File: src/rtl/rv32_pkg.sv
// Shared RV32I definitions: datapath width, base opcodes, decoded control bundle.
package rv32_pkg;

  localparam int XLEN = 32;

  localparam logic [6:0] OP_LUI    = 7'b0110111;
  localparam logic [6:0] OP_AUIPC  = 7'b0010111;
  localparam logic [6:0] OP_JAL    = 7'b1101111;
  localparam logic [6:0] OP_JALR   = 7'b1100111;
  localparam logic [6:0] OP_BRANCH = 7'b1100011;
  localparam logic [6:0] OP_LOAD   = 7'b0000011;
  localparam logic [6:0] OP_STORE  = 7'b0100011;
  localparam logic [6:0] OP_IMM    = 7'b0010011;
  localparam logic [6:0] OP_OP     = 7'b0110011;

  typedef struct packed {
    logic reg_we;
    logic mem_read;
    logic mem_write;
    logic branch;
    logic jump;
  } ctrl_t;

endpackage

File: src/rtl/decode_stage_imm_gen.sv
// Immediate generator: combinational, instruction word to sign-extended immediate.
// Zero for R-type and unknown opcodes.
module imm_gen #(
  parameter int W = rv32_pkg::XLEN
) (
  input  logic [31:0]  instr,
  output logic [W-1:0] imm
);
  import rv32_pkg::*;

  logic [31:0] imm32;

  always_comb begin
    imm32 = 32'h0;
    case (instr[6:0])
      OP_LOAD, OP_IMM, OP_JALR: imm32 = {{20{instr[31]}}, instr[31:20]};
      OP_STORE:                 imm32 = {{20{instr[31]}}, instr[31:25], instr[11:7]};
      OP_BRANCH:                imm32 = {{19{instr[31]}}, instr[31], instr[7],
                                         instr[30:25], instr[11:8], 1'b0};
      OP_LUI, OP_AUIPC:         imm32 = {instr[31:12], 12'h000};
      OP_JAL:                   imm32 = {{11{instr[31]}}, instr[31], instr[19:12],
                                         instr[20], instr[30:21], 1'b0};
      default:                  imm32 = 32'h0;
    endcase
  end

  assign imm = {{(W-31){imm32[31]}}, imm32[30:0]};

endmodule

File: src/rtl/decode_stage.sv
// RV32I ID stage: decode, operand read with writeback bypass, ID/EX register; one-cycle latency.
// Load-use hazards stall fetch and inject a bubble; flush from EX overrides the stall.
module decode_stage #(
  parameter int XLEN      = rv32_pkg::XLEN,
  parameter int NREG_BITS = 5
) (
  input  logic                 clk,
  input  logic                 rst_n,
  input  logic                 in_valid,
  input  logic [31:0]          in_instr,
  input  logic [XLEN-1:0]      in_pc,
  input  logic                 flush,
  output logic                 stall_out,
  output logic [NREG_BITS-1:0] rf_r_add1,
  output logic [NREG_BITS-1:0] rf_r_add2,
  input  logic [XLEN-1:0]      rf_r_data1,
  input  logic [XLEN-1:0]      rf_r_data2,
  input  logic                 wb_we,
  input  logic [NREG_BITS-1:0] wb_add,
  input  logic [XLEN-1:0]      wb_data,
  input  logic                 ex_mem_read,
  input  logic [NREG_BITS-1:0] ex_rd,
  output logic                 out_valid,
  output logic [XLEN-1:0]      out_pc,
  output logic [XLEN-1:0]      out_rs1_val,
  output logic [XLEN-1:0]      out_rs2_val,
  output logic [NREG_BITS-1:0] out_rs1,
  output logic [NREG_BITS-1:0] out_rs2,
  output logic [NREG_BITS-1:0] out_rd,
  output logic [XLEN-1:0]      out_imm,
  output logic [6:0]           out_opcode,
  output logic [2:0]           out_funct3,
  output logic                 out_funct7b5,
  output logic                 out_reg_we,
  output logic                 out_mem_read,
  output logic                 out_mem_write,
  output logic                 out_branch,
  output logic                 out_jump
);
  import rv32_pkg::*;

  logic [6:0]           opcode;
  logic [NREG_BITS-1:0] rs1, rs2, rd;
  logic [XLEN-1:0]      rs1_val, rs2_val, imm;
  logic                 writes_rd, uses_rs1, uses_rs2, hz;
  ctrl_t                ctrl;

  assign opcode    = in_instr[6:0];
  assign rd        = in_instr[11:7];
  assign rs1       = in_instr[19:15];
  assign rs2       = in_instr[24:20];
  assign rf_r_add1 = rs1;
  assign rf_r_add2 = rs2;

  always_comb begin
    writes_rd      = 1'b0;
    uses_rs1       = 1'b1;
    uses_rs2       = 1'b0;
    ctrl           = '0;
    case (opcode)
      OP_LUI, OP_AUIPC: begin writes_rd = 1'b1; uses_rs1 = 1'b0; end
      OP_JAL:    begin writes_rd = 1'b1; uses_rs1 = 1'b0; ctrl.jump = 1'b1; end
      OP_JALR:   begin writes_rd = 1'b1; ctrl.jump = 1'b1; end
      OP_BRANCH: begin uses_rs2 = 1'b1; ctrl.branch = 1'b1; end
      OP_LOAD:   begin writes_rd = 1'b1; ctrl.mem_read = 1'b1; end
      OP_STORE:  begin uses_rs2 = 1'b1; ctrl.mem_write = 1'b1; end
      OP_IMM:    writes_rd = 1'b1;
      OP_OP:     begin writes_rd = 1'b1; uses_rs2 = 1'b1; end
      default:   ;
    endcase
    ctrl.reg_we = writes_rd && (rd != '0);
  end

  // The regfile write only lands at the edge, so a same-cycle writeback must be forwarded here.
  assign rs1_val = (wb_we && wb_add != '0 && wb_add == rs1) ? wb_data : rf_r_data1;
  assign rs2_val = (wb_we && wb_add != '0 && wb_add == rs2) ? wb_data : rf_r_data2;

  assign hz = in_valid && ex_mem_read && (ex_rd != '0) &&
              ((uses_rs1 && ex_rd == rs1) || (uses_rs2 && ex_rd == rs2));
  assign stall_out = rst_n && !flush && hz;

  imm_gen #(.W(XLEN)) u_imm_gen (
    .instr (in_instr),
    .imm   (imm)
  );

  always_ff @(posedge clk) begin
    if (!rst_n) begin
      out_valid     <= 1'b0;
      out_pc        <= '0;
      out_rs1_val   <= '0;
      out_rs2_val   <= '0;
      out_rs1       <= '0;
      out_rs2       <= '0;
      out_rd        <= '0;
      out_imm       <= '0;
      out_opcode    <= '0;
      out_funct3    <= '0;
      out_funct7b5  <= 1'b0;
      out_reg_we    <= 1'b0;
      out_mem_read  <= 1'b0;
      out_mem_write <= 1'b0;
      out_branch    <= 1'b0;
      out_jump      <= 1'b0;
    end else begin
      out_pc       <= in_pc;
      out_rs1_val  <= rs1_val;
      out_rs2_val  <= rs2_val;
      out_rs1      <= rs1;
      out_rs2      <= rs2;
      out_rd       <= rd;
      out_imm      <= imm;
      out_opcode   <= opcode;
      out_funct3   <= in_instr[14:12];
      out_funct7b5 <= in_instr[30];
      if (flush || hz) begin
        out_valid     <= 1'b0;
        out_reg_we    <= 1'b0;
        out_mem_read  <= 1'b0;
        out_mem_write <= 1'b0;
        out_branch    <= 1'b0;
        out_jump      <= 1'b0;
      end else begin
        out_valid     <= in_valid;
        out_reg_we    <= ctrl.reg_we;
        out_mem_read  <= ctrl.mem_read;
        out_mem_write <= ctrl.mem_write;
        out_branch    <= ctrl.branch;
        out_jump      <= ctrl.jump;
      end
    end
  end

endmodule

File: config.mk
export PLATFORM = sky130hd
export DESIGN_NAME = decode_stage
export DESIGN_NICKNAME = d
export VERILOG_FILES = /design/src/rtl/rv32_pkg.sv /design/src/rtl/decode_stage_imm_gen.sv /design/src/rtl/decode_stage.sv
export SDC_FILE = /design/constraint.sdc
export NUM_CORES = 1
export LEC_CHECK = 0
export CORE_AREA = 2 2 133 135
export DETAILED_ROUTE_END_ITERATION = 8
export DIE_AREA = 0 0 135 137
export GPL_TIMING_DRIVEN = 0
export PLACE_DENSITY = 0.74
export SLEW_MARGIN = 25
export SYNTH_ARGS = -nofsm -noshare
export SYNTH_HDL_FRONTEND = slang
export SYNTH_HIERARCHICAL = 1
export SYNTH_SLANG_ARGS = --single-unit
File: constraint.sdc
create_clock -name clk -period 4.4 [get_ports clk]
set_clock_uncertainty 0.1 [all_clocks]
set_input_delay 1.32 -clock clk [delete_from_list [all_inputs] [get_ports clk]]
set_output_delay 1.32 -clock clk [all_outputs]
set_load 0.05 [all_outputs]
Word level (Yosys, flattened, before mapping)
Index checks and enable logic that the tools add are counted.
Widths: inputs -> output; s select.

storage, ports and cells
  register bits = 160
  logic and storage cells = 64
  input port bits = 176
  output and inout port bits = 171

operators by class
  reduce and logical (&&, ||, !) cells = 24
  muxes and demuxes = 10
  bitwise operators = 1
  equality and inequality tests = 13

operator list
  cell                number
  $pmux 32 s5         1
  $mux 32             2
  $eq 7x6->1 const B  3
  $eq 7x7->1 const B  3
  $eq 5x5->1          4
  $reduce_bool 5->1   3
  $eq 7x5->1 const B  2
  $logic_and 1x1->1   11
  $reduce_or 3->1     3
  $eq 7x2->1 const B  1
  $mux 1              7
  $reduce_or 7->1     1
  $reduce_or 2->1     3
  $logic_or 1x1->1    2
  $logic_not 1->1     1
  $not 1->1           1

Logic depth before layout (Yosys ltp)
  depth after elaboration = 8
  mapped depth = 6
  depth with buffers taken out = 5

By module
The synthesis kept the hierarchy.

modules (own cells, without submodules)
  module        cells each  area an instance (sq um)  instances  seq. area each (sq um)
  decode_stage  547         5305.1                    1          3203.1
  imm_gen       79          546.8                     1          0.0

Least setup slack after synthesis
OpenSTA, ideal clock, no wires.

  kind = input to output
  start = in in_instr[0]
  end = out stall_out
  slack = -0.104 ns
  arrival = 3.084 ns
  stages on the path = 5
  path buffers = 0
  cells stage by stage = nand2_2 > or3_4 > or4_4 > a221oi_4 > and2_1

between the ends
  cells in the longest elaborated chain, start to end = 7

ends and longest elaborated chain
  item                                      RTL line            RTL
  from (decl)                               decode_stage.sv:10  input logic [31:0] in_instr,
  $eq 7x6->1, or another cell as far along  decode_stage.sv:60  case (opcode)
  $reduce_or 3->1 (no source line)          -
  $mux 1                                    decode_stage.sv:60
  $logic_and 1x1->1                         decode_stage.sv:79  ((uses_rs1 && ex_rd == rs1) || (uses_rs2 && ex_rd == rs2));
  $logic_or 1x1->1 (*)                      decode_stage.sv:79
  $logic_and 1x1->1 (*)                     decode_stage.sv:78  assign hz = in_valid && ex_mem_read && (ex_rd != '0) &&
  $logic_and 1x1->1 (*)                     decode_stage.sv:80  assign stall_out = rst_n && !flush && hz;
  to (decl)                                 decode_stage.sv:13  output logic stall_out,

Every way passes the cells marked *; elsewhere a longest branch is shown, timed or not.

Worst setup path after layout
  start = in in_instr[2]
  end = out stall_out

The elaborated chain is that of the path after synthesis.

==> results.md <==
- clock slew at reported path FFs: 60 ps
- Worst Setup Path Type: in2out
- H-Tree Depth: 4
- placer congestion estimate: 0.876
- clk root buf: sky130_fd_sc_hd__clkbuf_16
- highest-count cells in the layout ignoring fill and taps: 322 x sky130_fd_sc_hd__clkdlybuf4s50_1, 160 x sky130_fd_sc_hd__dfxtp_1, 89 x sky130_fd_sc_hd__and2_1
- critical path endpoint category: primary output
- M1 GR Usage: 23.9%
- period utilization: 101%
- maximum net fanout on the critical path: 5
- worst path setup slack after routing: -31.2 ps
- total vias in the final route: 5,852
- width of the chip: 135 um
- outcome: complete, but fails checks
- count of final hold-check violations: 0
- nature of the critical path startpoint: primary input
- wire length after detailed routing: 22,700 um
- maximum clock frequency: 226 MHz
- MaxCap Viol Count: 0
- time the worst path needs with I/O delays and setup: 4430 ps
- Via-to-Cell Ratio: 4.75
- power density over the cells: 362 nW/um2
- layout overhead on the synthesized area: 74.6%
- Synth warnings: 6
- leak pwr: 3.94 nW
- count of fill cells added during filler insertion: 1,520
- path category of the worst min-delay check: in2reg
- Rel. slew slack: 34.9%
- TritonCTS clock tree: done
- worst hold path depth: 2
- Worst Tran Pin Value: 968 ps
- half-perimeter wire length after placement: 17,700 um
- Core Region: 17,100 um2
- Num CTS Buffers: 17
- first-pass GRT wire length: 32,600 um
- vias in the first global route: 5,781
- share of the yosys chip area belonging to registers: 54.7%
- Worst Hold Launch: in_instr[2]
- most common cell after layout, fill and taps aside: sky130_fd_sc_hd__clkdlybuf4s50_1
- clock tree buffer depth: 2
- met2 GRT Util: 43.4%
- number of rows in the core area: 48
- 1st-iter DRT viols: 309
- antenna-violating nets left: 0
- average size of a mapped cell: 9.35 um2
- end of the worst hold path: out_opcode[2]
- routed len/inst: 18.4 um
- synth unique cells: 53
- count of flip-flops with a built-in enable after synthesis: 0
- pin count of the biggest net entering global routing: 17
- overall routing resource usage: 23.6%
- share of cells above drive strength 1: 9.14%
- Arr. time, crit path: 3010 ps
- violations in the final reports: negative setup slack
- RSZ-0062 raised after global routing: true
- CTS Hold Buffers Added: 0
- count of TritonRoute iterations in the first routing pass: 4
- final setup fails: 1
- CP required: 2980 ps
- layout net count: 1,171
- floorplan die height: 137 um
- initial cell density of the core: 34.3%
- Syn Std Cell Area: 5850 um2
- number of ports placed on the die boundary: 347
- met3 usage in global routing: 9.11%
- Max Transition Viols Final: 0
- grt ovf: 0
- flops & latches, synth: 160
- Syn Nets: 802
- DR DRC count: 0
- die area: 18,500 um2
- worst hold-check slack: 1020 ps
- sink count of the clock tree: 160
- sum of internal, switching and leakage power: 3.69 mW
- post-synthesis instance total: 626
- Top FF cell, synth: sky130_fd_sc_hd__dfxtp_1
- maximum vdd drop: 0.000259 V
- Async S/R FF share, synth: 0%
- quantity of I/O buffers inserted on ports: 345
- antenna violations before repair: 1
- most crowded layer after global routing: met2
stage by stage:
step                      util (%)  instance area, um2  setup slack, ps  TNS, ps  cells
after floorplan                  -                5850             16.6        0    626
after global placement        56.2                9590            -1410    -1860   1196
after detailed placement      56.2                9590            -1410    -1880   1196
after CTS                     59.4               10100             5.34        0   1229
after global routing          59.9               10200            -67.8    -67.8   1233
final                         59.9               10200            -31.2    -31.2   1233
cell type report:
cell class / count / area (um2) / share of cell area (%)
sequential: 160 / 3200 / 31.4
buffer: 55 / 268 / 2.62
timing repair buffer: 350 / 3500 / 34.3
tap: 225 / 282 / 2.76
clock buffer: 22 / 464 / 4.54
inverter: 2 / 7.51 / 0.0735
antenna: 1 / 2.50 / 0.0245
clock inverter: 9 / 85.1 / 0.833
multi-input combinational: 409 / 2400 / 23.5
critical path: stages:
cell	delay, ps
sky130_fd_sc_hd__buf_8	100
sky130_fd_sc_hd__or3_4	390
sky130_fd_sc_hd__or4_4	560
sky130_fd_sc_hd__a221oi_4	300
sky130_fd_sc_hd__and2_4	190
sky130_fd_sc_hd__buf_8	140
cells in the mapped netlist, types with 2 or more instances:
cell / number / area share, %
sky130_fd_sc_hd__dfxtp_1: 160 / 55
sky130_fd_sc_hd__and2_1: 90 / 9.6
sky130_fd_sc_hd__nand3_1: 80 / 6.8
sky130_fd_sc_hd__nand2_1: 70 / 4.5
sky130_fd_sc_hd__o21ai_1: 41 / 3.5
sky130_fd_sc_hd__o21ai_0: 37 / 3.2
sky130_fd_sc_hd__clkbuf_1: 36 / 2.3
sky130_fd_sc_hd__buf_4: 11 / 1.4
sky130_fd_sc_hd__xnor2_1: 11 / 1.6
sky130_fd_sc_hd__xor2_1: 9 / 1.3
sky130_fd_sc_hd__a21o_2: 8 / 1.2
sky130_fd_sc_hd__nor2_1: 6 / 0.38
sky130_fd_sc_hd__nor2b_1: 6 / 0.64
sky130_fd_sc_hd__a22o_1: 4 / 0.60
sky130_fd_sc_hd__buf_2: 4 / 0.34
sky130_fd_sc_hd__and2b_1: 3 / 0.38
sky130_fd_sc_hd__nor4_1: 3 / 0.32
sky130_fd_sc_hd__or4_1: 3 / 0.38
sky130_fd_sc_hd__and3b_2: 2 / 0.34
sky130_fd_sc_hd__buf_1: 2 / 0.13
sky130_fd_sc_hd__buf_6: 2 / 0.38
sky130_fd_sc_hd__inv_1: 2 / 0.13
sky130_fd_sc_hd__nand3b_1: 2 / 0.26
sky130_fd_sc_hd__nand4_1: 2 / 0.21
sky130_fd_sc_hd__nor3_1: 2 / 0.17
sky130_fd_sc_hd__nor4_2: 2 / 0.43
sky130_fd_sc_hd__o21a_1: 2 / 0.26
routing by layer:
| metal | part of all wire, % | vias up |
|---|---|---|
| met3 | 10 | 35 |
| met2 | 52 | 289 |
| li1 | - | 2834 |
| met1 | 35 | 2694 |
| met4 | 2.0 | 0 |
| met5 | 0 | - |
logic make-up after synthesis:
| logic type | count (synthesis) | synth area share (%) |
|---|---|---|
| compound gates | 103 | 10.9 |
| xor+xnor | 20 | 2.99 |
| buf+inv | 57 | 4.70 |
| flops | 160 | 54.7 |
| mux | 1 | 0.171 |
| simple gates | 285 | 26.5 |
power breakdown:
group	internal [mW]	switching (mW)
Combinational	0.319	0.443
Sequential	1.52	0.0164
Clock	0.805	0.593
how the worst max path moves through the flow:
stage | slack, ps | startpoint | endpoint | depth (start not counted)
floorplan | 20 | in_instr[0] | stall_out | 5
finish | -30 | in_instr[2] | stall_out | 6
global route | -70 | in_instr[2] | stall_out | 6
detailed placement | -1410 | in_instr[3] | stall_out | 6
global placement | -1410 | in_instr[3] | stall_out | 6
CTS | 5 | in_instr[5] | stall_out | 7
flip-flops by register name, summed over array words and instances, names as in the netlist:
name,cells
out_funct7b5,1
out_opcode,7
out_reg_we,1
out_branch,1
out_jump,1
out_rs2,5
out_rs2_val,32
out_mem_write,1
out_rs1_val,32
out_pc,32
out_rd,5
out_funct3,3
out_valid,1
out_imm,32
out_mem_read,1
out_rs1,5
repair_timing:
action / CTS / global route
setup buffers: 2 / 3
gates resized for setup: 79 / 16
endpoints found under the setup margin: 7 / 1
cloned: 0 / 0
pin swaps: 5 / 3
(Power assumes the default switching activity.)
